--- src/rtl/uart_frame_loader_if.sv ---
// Byte-stream input, image-buffer write port and frame status of the UART frame loader.
// The loader uses "master"; the UART receiver / buffer / CNN start side uses "slave".
interface uart_frame_loader_if #(
  parameter int ADDR_W = 10
);
  logic              rx_dv;
  logic [7:0]        rx_byte;
  logic              accept;
  logic              wr_en;
  logic [ADDR_W-1:0] wr_addr;
  logic [7:0]        wr_data;
  logic              busy;
  logic              frame_done;
  logic              frame_err;
  logic [1:0]        err_code;

  modport master (
    input  rx_dv, rx_byte, accept,
    output wr_en, wr_addr, wr_data, busy, frame_done, frame_err, err_code
  );

  modport slave (
    output rx_dv, rx_byte, accept,
    input  wr_en, wr_addr, wr_data, busy, frame_done, frame_err, err_code
  );
endinterface

--- src/rtl/uart_frame_loader.sv ---
// Hunts for a sync byte, writes N_PIXELS payload bytes to the image buffer and
// verifies a trailing 8-bit sum, reporting done or error (checksum / timeout).
module uart_frame_loader #(
  parameter int         N_PIXELS     = 784,
  parameter logic [7:0] SYNC_BYTE    = 8'hA5,
  parameter int         TIMEOUT_CLKS = 50000,
  parameter int         ADDR_W       = (N_PIXELS > 1) ? $clog2(N_PIXELS) : 1
) (
  input  logic                clk,
  input  logic                reset,
  uart_frame_loader_if.master bus
);

  localparam int CNT_W = (TIMEOUT_CLKS > 1) ? $clog2(TIMEOUT_CLKS) : 1;
  localparam logic [ADDR_W-1:0] LAST_IDX = ADDR_W'(N_PIXELS - 1);
  localparam logic [CNT_W-1:0]  CNT_TERM = CNT_W'(TIMEOUT_CLKS - 1);

  typedef enum logic [1:0] {IDLE, PAYLOAD, CHKSUM} state_t;

  state_t            state, state_next;
  logic [ADDR_W-1:0] idx, idx_next;
  logic [7:0]        sum, sum_next;
  logic [CNT_W-1:0]  cnt, cnt_next;
  logic              wr_en_next, done_next, err_next, busy_next;
  logic [ADDR_W-1:0] wr_addr_next;
  logic [7:0]        wr_data_next;
  logic [1:0]        code_next;

  // NOTE: every signal gets a default before the case so no path leaves one unassigned (no latches).
  always_comb begin
    state_next   = state;
    idx_next     = idx;
    sum_next     = sum;
    cnt_next     = cnt;
    wr_en_next   = 1'b0;
    wr_addr_next = bus.wr_addr;
    wr_data_next = bus.wr_data;
    done_next    = 1'b0;
    err_next     = 1'b0;
    code_next    = bus.err_code;

    case (state)
      IDLE: begin
        if (bus.rx_dv && bus.rx_byte == SYNC_BYTE && bus.accept) begin
          state_next = PAYLOAD;
          idx_next   = '0;
          sum_next   = '0;
          cnt_next   = '0;
        end
      end
      PAYLOAD: begin
        if (bus.rx_dv) begin
          wr_en_next   = 1'b1;
          wr_addr_next = idx;
          wr_data_next = bus.rx_byte;
          sum_next     = sum + bus.rx_byte;
          cnt_next     = '0;
          if (idx == LAST_IDX) state_next = CHKSUM;
          else                 idx_next   = idx + ADDR_W'(1);
        end
      end
      CHKSUM: begin
        if (bus.rx_dv) begin
          cnt_next   = '0;
          state_next = IDLE;
          if (bus.rx_byte == sum) begin
            done_next = 1'b1;
          end else begin
            err_next  = 1'b1;
            code_next = 2'b01;
          end
        end
      end
      default: state_next = IDLE;
    endcase

    // A byte on the terminal clock wins over the timeout; the counter then holds at its terminal value.
    if (state != IDLE && !bus.rx_dv) begin
      if (cnt == CNT_TERM) begin
        state_next = IDLE;
        err_next   = 1'b1;
        code_next  = 2'b10;
      end else begin
        cnt_next = cnt + CNT_W'(1);
      end
    end

    busy_next = (state_next != IDLE);
  end

  // NOTE: sequential state uses non-blocking assignments so all flops update from pre-edge values.
  always_ff @(posedge clk or negedge reset) begin
    if (!reset) begin
      state          <= IDLE;
      idx            <= '0;
      sum            <= '0;
      cnt            <= '0;
      bus.wr_en      <= 1'b0;
      bus.wr_addr    <= '0;
      bus.wr_data    <= '0;
      bus.busy       <= 1'b0;
      bus.frame_done <= 1'b0;
      bus.frame_err  <= 1'b0;
      bus.err_code   <= 2'b00;
    end else begin
      state          <= state_next;
      idx            <= idx_next;
      sum            <= sum_next;
      cnt            <= cnt_next;
      bus.wr_en      <= wr_en_next;
      bus.wr_addr    <= wr_addr_next;
      bus.wr_data    <= wr_data_next;
      bus.busy       <= busy_next;
      bus.frame_done <= done_next;
      bus.frame_err  <= err_next;
      bus.err_code   <= code_next;
    end
  end

endmodule

--- src/flat_wrapper.sv ---
// flat-port wrapper written by rule: the top's interface ports become plain ports
module uart_frame_loader_flat 
#(
  parameter int         N_PIXELS     = 784,
  parameter logic [7:0] SYNC_BYTE    = 8'hA5,
  parameter int         TIMEOUT_CLKS = 50000,
  parameter int         ADDR_W       = (N_PIXELS > 1) ? $clog2(N_PIXELS) : 1
)
  (clk, reset, bus_rx_dv, bus_rx_byte, bus_accept, bus_wr_en, bus_wr_addr, bus_wr_data, bus_busy, bus_frame_done, bus_frame_err, bus_err_code);
  uart_frame_loader_if #(.ADDR_W(ADDR_W)) bus_i ();
  input  logic clk;
  input  logic reset;
  input wire logic [$bits(bus_i.rx_dv)-1:0] bus_rx_dv;
  input wire logic [$bits(bus_i.rx_byte)-1:0] bus_rx_byte;
  input wire logic [$bits(bus_i.accept)-1:0] bus_accept;
  output wire logic [$bits(bus_i.wr_en)-1:0] bus_wr_en;
  output wire logic [$bits(bus_i.wr_addr)-1:0] bus_wr_addr;
  output wire logic [$bits(bus_i.wr_data)-1:0] bus_wr_data;
  output wire logic [$bits(bus_i.busy)-1:0] bus_busy;
  output wire logic [$bits(bus_i.frame_done)-1:0] bus_frame_done;
  output wire logic [$bits(bus_i.frame_err)-1:0] bus_frame_err;
  output wire logic [$bits(bus_i.err_code)-1:0] bus_err_code;
  assign bus_i.rx_dv = bus_rx_dv;
  assign bus_i.rx_byte = bus_rx_byte;
  assign bus_i.accept = bus_accept;
  assign bus_wr_en = bus_i.wr_en;
  assign bus_wr_addr = bus_i.wr_addr;
  assign bus_wr_data = bus_i.wr_data;
  assign bus_busy = bus_i.busy;
  assign bus_frame_done = bus_i.frame_done;
  assign bus_frame_err = bus_i.frame_err;
  assign bus_err_code = bus_i.err_code;
  uart_frame_loader #(.N_PIXELS(N_PIXELS), .SYNC_BYTE(SYNC_BYTE), .TIMEOUT_CLKS(TIMEOUT_CLKS), .ADDR_W(ADDR_W)) u_core (.clk(clk), .reset(reset), .bus(bus_i));
endmodule
--- config.mk ---
export PLATFORM = sky130hd
export DESIGN_NAME = uart_frame_loader_flat
export DESIGN_NICKNAME = d
export VERILOG_FILES = /design/src/rtl/uart_frame_loader_if.sv /design/src/rtl/uart_frame_loader.sv /design/src/flat_wrapper.sv
export SDC_FILE = /design/constraint.sdc
export NUM_CORES = 1
export LEC_CHECK = 0
export ABC_AREA = 0
export BUFFER_PORTS_ARGS = -buffer_cell sky130_fd_sc_hd__buf_4
export CAP_MARGIN = 30
export CORE_ASPECT_RATIO = 0.9
export CORE_MARGIN = 2
export CORE_UTILIZATION = 58
export DETAILED_ROUTE_END_ITERATION = 8
export HOLD_SLACK_MARGIN = 0.1
export PLACE_DENSITY = 0.85
export SLEW_MARGIN = 20
export SYNTH_ARGS = -nofsm -noshare
export SYNTH_HDL_FRONTEND = slang
export SYNTH_SLANG_ARGS = --single-unit
--- constraint.sdc ---
create_clock -name clk -period 2.33 [get_ports clk]
set_input_delay 0.699 -clock clk [delete_from_list [all_inputs] [get_ports clk]]
set_output_delay 0.699 -clock clk [all_outputs]
set_load 0.01 [all_outputs]
* Word level (Yosys, flattened, before mapping)
Cells that the tools add are included.
** Cells by class
- Reductions and logical operators :: 12
- Add/subtract/negate cells :: 3
- Equality and inequality tests :: 9
- Mux-type cells :: 34
** Operators by type and width (number)
- $mux W16 :: 4
- $pmux W16 S2 :: 1
- $mux W10 :: 3
- $mux W2 :: 11
- $pmux W10 S2 :: 1
- $add A16 B1 Y16 const B :: 1
- $eq A16 B16 Y1 const B :: 1
- $mux W8 :: 2
- $pmux W8 S2 :: 1
- $add A10 B1 Y10 const B :: 1
- $eq A10 B10 Y1 const B :: 1
- $mux W1 :: 10
- $add A8 B8 Y8 :: 1
- $eq A8 B8 Y1 :: 1
- $eq A8 B8 Y1 const B :: 1
- $pmux W2 S3 :: 1
- $reduce_bool A2 Y1 :: 3
- $ne A2 B2 Y1 const B :: 2
- $reduce_and A4 Y1 :: 1
- $logic_and A1 B1 Y1 :: 3
- $reduce_and A3 Y1 :: 1
- $eq A2 B1 Y1 const B :: 1
- $eq A2 B2 Y1 const B :: 1
- $logic_not A2 Y1 :: 1
- other kinds (4) :: 4
** Word-level totals
- Output and inout bits :: 24
- Bits in registers :: 60
- Word-level logic and storage cells :: 69
- Input bits :: 12

* Depth between registers and ports, before layout
- Word-level depth :: 8
- Mapped depth :: 8
- Depth with buffers taken out :: 8

* Least setup slack after synthesis
Ideal clock, no wire load.
- Kind :: input to register
- Start point :: in bus_rx_byte[0]
- End point :: reg u_core.sum[6]
- Path slack :: 0.053 ns
- Buffers on the path :: 0
- Arrival :: 2.156 ns
- Setup time :: 0.121 ns
- Data required time :: 2.209 ns
- Stages :: 8
- Cell sequence :: ha_1 > fa_1 > a21o_1 > a21oi_1 > o21bai_1 > a21oi_1 > xnor2_1 > a22o_1
** Between the ends
- Cells in the longest elaborated chain, start to end :: 5
- Elaborated cells on any way between the ends :: 8
- Those cells by class :: add/sub: 1; eq/ne: 2; mux: 2; reduce/logical: 3
** RTL lines
- from (decl) :: line flat_wrapper.sv:14 : input wire logic [$bits(bus_i.rx_byte)-1:0] bus_rx_byte;
- branches (longest 5 deep; another with $add A8 B8 Y8)
- to (signal assigned) :: line uart_frame_loader.sv:108 : sum <= sum_next;
- to (decl) :: line uart_frame_loader.sv:22 : logic [7:0] sum, sum_next;
Several ways; the timed one is not identified. The select of a mux whose other input is x is not followed.
A chain may end at the register's enable or synchronous reset.

* Worst setup path after layout
- Start point :: reg u_core.cnt[5]
- End point :: reg u_core.cnt[14]
** Between the ends
- Cells in the longest elaborated chain, start to end :: 3
- Elaborated cells on any way between the ends :: 4
- Those cells by class :: add/sub: 1; eq/ne: 1; mux: 2
** RTL lines
- from (decl) :: line uart_frame_loader.sv:23 : logic [CNT_W-1:0] cnt, cnt_next;
- from (signal assigned) :: line uart_frame_loader.sv:109 : cnt <= cnt_next;
- $add A16 B1 Y16 or $eq A16 B16 Y1 (tied branches) :: line uart_frame_loader.sv:84, uart_frame_loader.sv:79
- $mux W16 * :: line uart_frame_loader.sv:79 : if (cnt == CNT_TERM) begin
- $mux W16 * :: line uart_frame_loader.sv:78 : if (state != IDLE && !bus.rx_dv) begin
- net u_core.cnt_next[14] :: line uart_frame_loader.sv:23
The timed path passes the listed nets; every way through them passes the cells marked *.

==> key figures <==
Status
  • Outcome: complete, no violations

Floorplanning
  • Die ar.: a little under 0.006 sq mm
  • Die Width: between 80 and 90 um
  • Core ar.: about 0.0052 sq mm
  • IO Count: 36
  • Die H: 73.13 um
  • Starting density of the core: roughly 59%
  • Rows: 25

Critical path
  • Critical path's largest stage delay: slightly below 0.6 ns
  • Crit path max fanout: 10
  • Crit-path cells: or4b_4 > nor4_4 > or2b_1 > nand2b_2 > o211ai_1 > o31ai_1
  • Setup crit end kind: flop
  • Startpoint types: flop
  • WP data arrival: between 2 and 2.5 ns
  • R2R Setup Slk: about 0.12 ns
  • CP Data Required Time: roughly 2.5 ns
  • Critical path class: reg2reg
  • CP max-delay cell: or4b_4

Clocking
  • CTS tree: built
  • Worst-Skew Late Latency: roughly 0.34 ns
  • Root Buffer: clkbuf_8
  • Clock slew at reported path FFs: approximately 0.070 ns
  • CTS Sinks: 60
  • Clock Path Buffers: 2
  • CTS resizes: 0
  • Hold buffers post-CTS: 0
  • # H-tree levels: 3
  • Setup Buffers After CTS: 0
  • CTS Buf Count: 9

Synth
  • Syn Inst Count: between 200 and 300
  • Mapped Area: 0.003079 sq mm
  • Avg Synthesized Cell Area: about 10 sq um
  • Synthesis-stage register bit count: 60
  • Post-synthesis cell type count: 48
  • Post-synth EDFFs: 0
  • Post-synth ARST share: between 90% and 100%
  • Synth Warn #: 0
  • Syn_nets: 320
  • Most used DFF post-synth: dfrtp_1
  • Register area share after synthesis: between 40% and 50%

Cells and area
  • Most common cell after layout, fill and taps aside: dfrtp_1
  • Filler instances: between 400 and 500
  • Layout area overhead: 19.75%
  • Antenna fix cells: 0
  • Final #Nets: 370
  • Layout cells sized above 1: between 20 and 25%
  • FF+latch area: roughly 0.0015 sq mm
  • Fin cells: roughly 420
  • Multi-input logic area: ~0.0015 sq mm
  • Most frequent cells in the layout: 60 x dfrtp_1, 45 x buf_4, 29 x nand2_1

Placed design
  • Post-DP HPWL: roughly 4600 um
  • IO Port Bufs: 35
  • Pre-CTS setup slack: -0.1952 ns
  • Placer Congestion: approximately 0.89
  • Dpl cells: 400

STA
  • Post-Route Skew: 0.007769 ns
  • Hold Violations, Final: 0
  • Tmin final: roughly 2.2 ns
  • Slew Viols, Final: 0
  • RSZ-0062 raised after global routing: no
  • Max Freq: ~450 MHz
  • Final period util: between 90% and 100%
  • Worst Tran Pin Value: between 0.7 and 0.8 ns
  • Final worst slack: 0.1246 ns
  • Relative slew slack: roughly half
  • Hold WS: approximately 0.42 ns
  • Final setup violation count: 0
  • Total negative slack: 0 ns

Routing
  • Number of vias per cell: 5.837
  • Drt pass-1 iters: 4
  • Iter 0 DRT Violations: 118
  • Total wire length: between 6000 and 7000 um
  • ANT nets after route: 0
  • Total number of vias: approximately 2400
  • Drt drc: 0
  • Routed WL per cell: between 15 and 20 um

Power and ir drop
  • Lkg Pwr: between 1.5 and 2 nW
  • Worst IR Drop VDD: around 730 uV
  • Tot Pwr: about 2.9 mW
  • Cell area power density: just under 800 mW/mm^2

Global routing
  • Vias in the first global route: 2359
  • Largest net degree at the start of global routing: a little over 60
  • Initial antenna violation count: 0
  • Total track usage: approximately a quarter
  • First-pass GRT wire length: roughly 11000 um
  • Total grt overflow: 0

Flow run
  • Max-cap check violation count: 0

Worst hold path
  • Worst min path class: in2async
-- registers in the layout (all words and copies together), names as in the netlist --
| name | cells |
|---|---|
| u_core.bus.frame_done | 1 |
| u_core.bus.busy | 1 |
| u_core.sum | 8 |
| u_core.state | 2 |
| u_core.bus.wr_en | 1 |
| u_core.cnt | 16 |
| u_core.idx | 10 |
| u_core.bus.err_code | 2 |
| u_core.bus.frame_err | 1 |
| u_core.bus.wr_data | 8 |
| u_core.bus.wr_addr | 10 |
-- Yosys cell counts, drive strengths merged (2+ instances only) --
cell	number	area (sq um)
a22o	2	17.52
mux2i	2	20.02
or4b	3	37.54
and2	4	27.53
nand4b	2	17.52
o21a	3	22.52
mux2	17	191.4
a21oi	8	40.04
ha	13	162.7
nand2b	3	21.27
a21o	4	30.03
and3	7	43.79
nand2	29	108.9
nand3	14	70.07
inv	10	37.54
nor4	5	46.29
dfrtp	60	1501
nor3	4	20.02
or3	2	12.51
o22ai	2	12.51
o21ai	19	95.09
o21bai	2	15.01
xnor2	6	52.55
nor2b	4	25.02
xor2	14	122.6
o31ai	3	22.52
o211ai	3	22.52
clkbuf	5	18.77
nand4	6	37.54
nor2	25	93.84
-- worst paths after layout --
check                                                 start                                 to  depth (start not counted)
setup / recovery                    u_core.cnt[5]$_DFF_PN0_           u_core.cnt[14]$_DFF_PN0_                          6
hold / removal                                        reset  u_core.bus.wr_addr[5]$_DFFE_PN0P_                          1
setup reg to reg                    u_core.cnt[5]$_DFF_PN0_           u_core.cnt[14]$_DFF_PN0_                          6
hold reg to reg            u_core.bus.err_code[1]$_DFF_PN0_   u_core.bus.err_code[1]$_DFF_PN0_                          1
max in group asynchronous                             reset            u_core.cnt[1]$_DFF_PN0_                          1
min in group clk           u_core.bus.err_code[1]$_DFF_PN0_   u_core.bus.err_code[1]$_DFF_PN0_                          1
-- critical path: cells and delay by family, from the launching register on --
family           cells  cell delay, ns
AO/OA/AOI/OAI        2            0.24
AND/OR/NAND/NOR      4            1.38
flip-flops           1            0.45
-- area by class of cell --
class	instances	share of cell area, %
Clock inverter	5	2.036
Multi-Input combinational cell	218	40.96
Sequential cell	60	40.72
Inverter	10	1.018
Timing Repair Buffer	45	9.162
Clock buffer	11	3.834
Tap cell	67	2.273
-- report_power, final --
part	internal, mW	leakage, nW	total, mW	switching, mW
logic	0.292	0.914	0.575	0.283
clock network	0.626	0.113	1.02	0.397
registers	1.17	0.814	1.28	0.111
-- metal layers --
layer | share of wire [%] | GRT usage (%) | routed length, um
met4 | 1.1 | 7.533 | 76
met5 | 0 | 0 | 0
met2 | 51 | 41.69 | 3372
met1 | 43 | 29.90 | 2822
met3 | 5.2 | 7.426 | 343
-- kinds of logic (layout without fill, tap and decap cells) --
kind of cell | Yosys count | after routing | share of synthesized area, %
AO/OA/AOI/OAI | 50 | 50 | 10.16
XOR/XNOR | 20 | 20 | 5.689
adder cells (fa/ha/maj) | 14 | 14 | 5.933
buffers and inverters | 16 | 71 | 2.194
flip-flops | 60 | 60 | 48.76
multiplexers | 19 | 19 | 6.867
AND/OR/NAND/NOR | 115 | 115 | 20.40
-- metrics by stage --
stage | utilization [%] | instance area, sq um
after floorplan | - | 3079
after global placement | 66.84 | 3471
after detailed placement | 66.84 | 3471
after CTS | 71.01 | 3687
after global routing | 71.01 | 3687
final | 71.01 | 3687
Note: power is estimated with default switching activity, not from simulation.
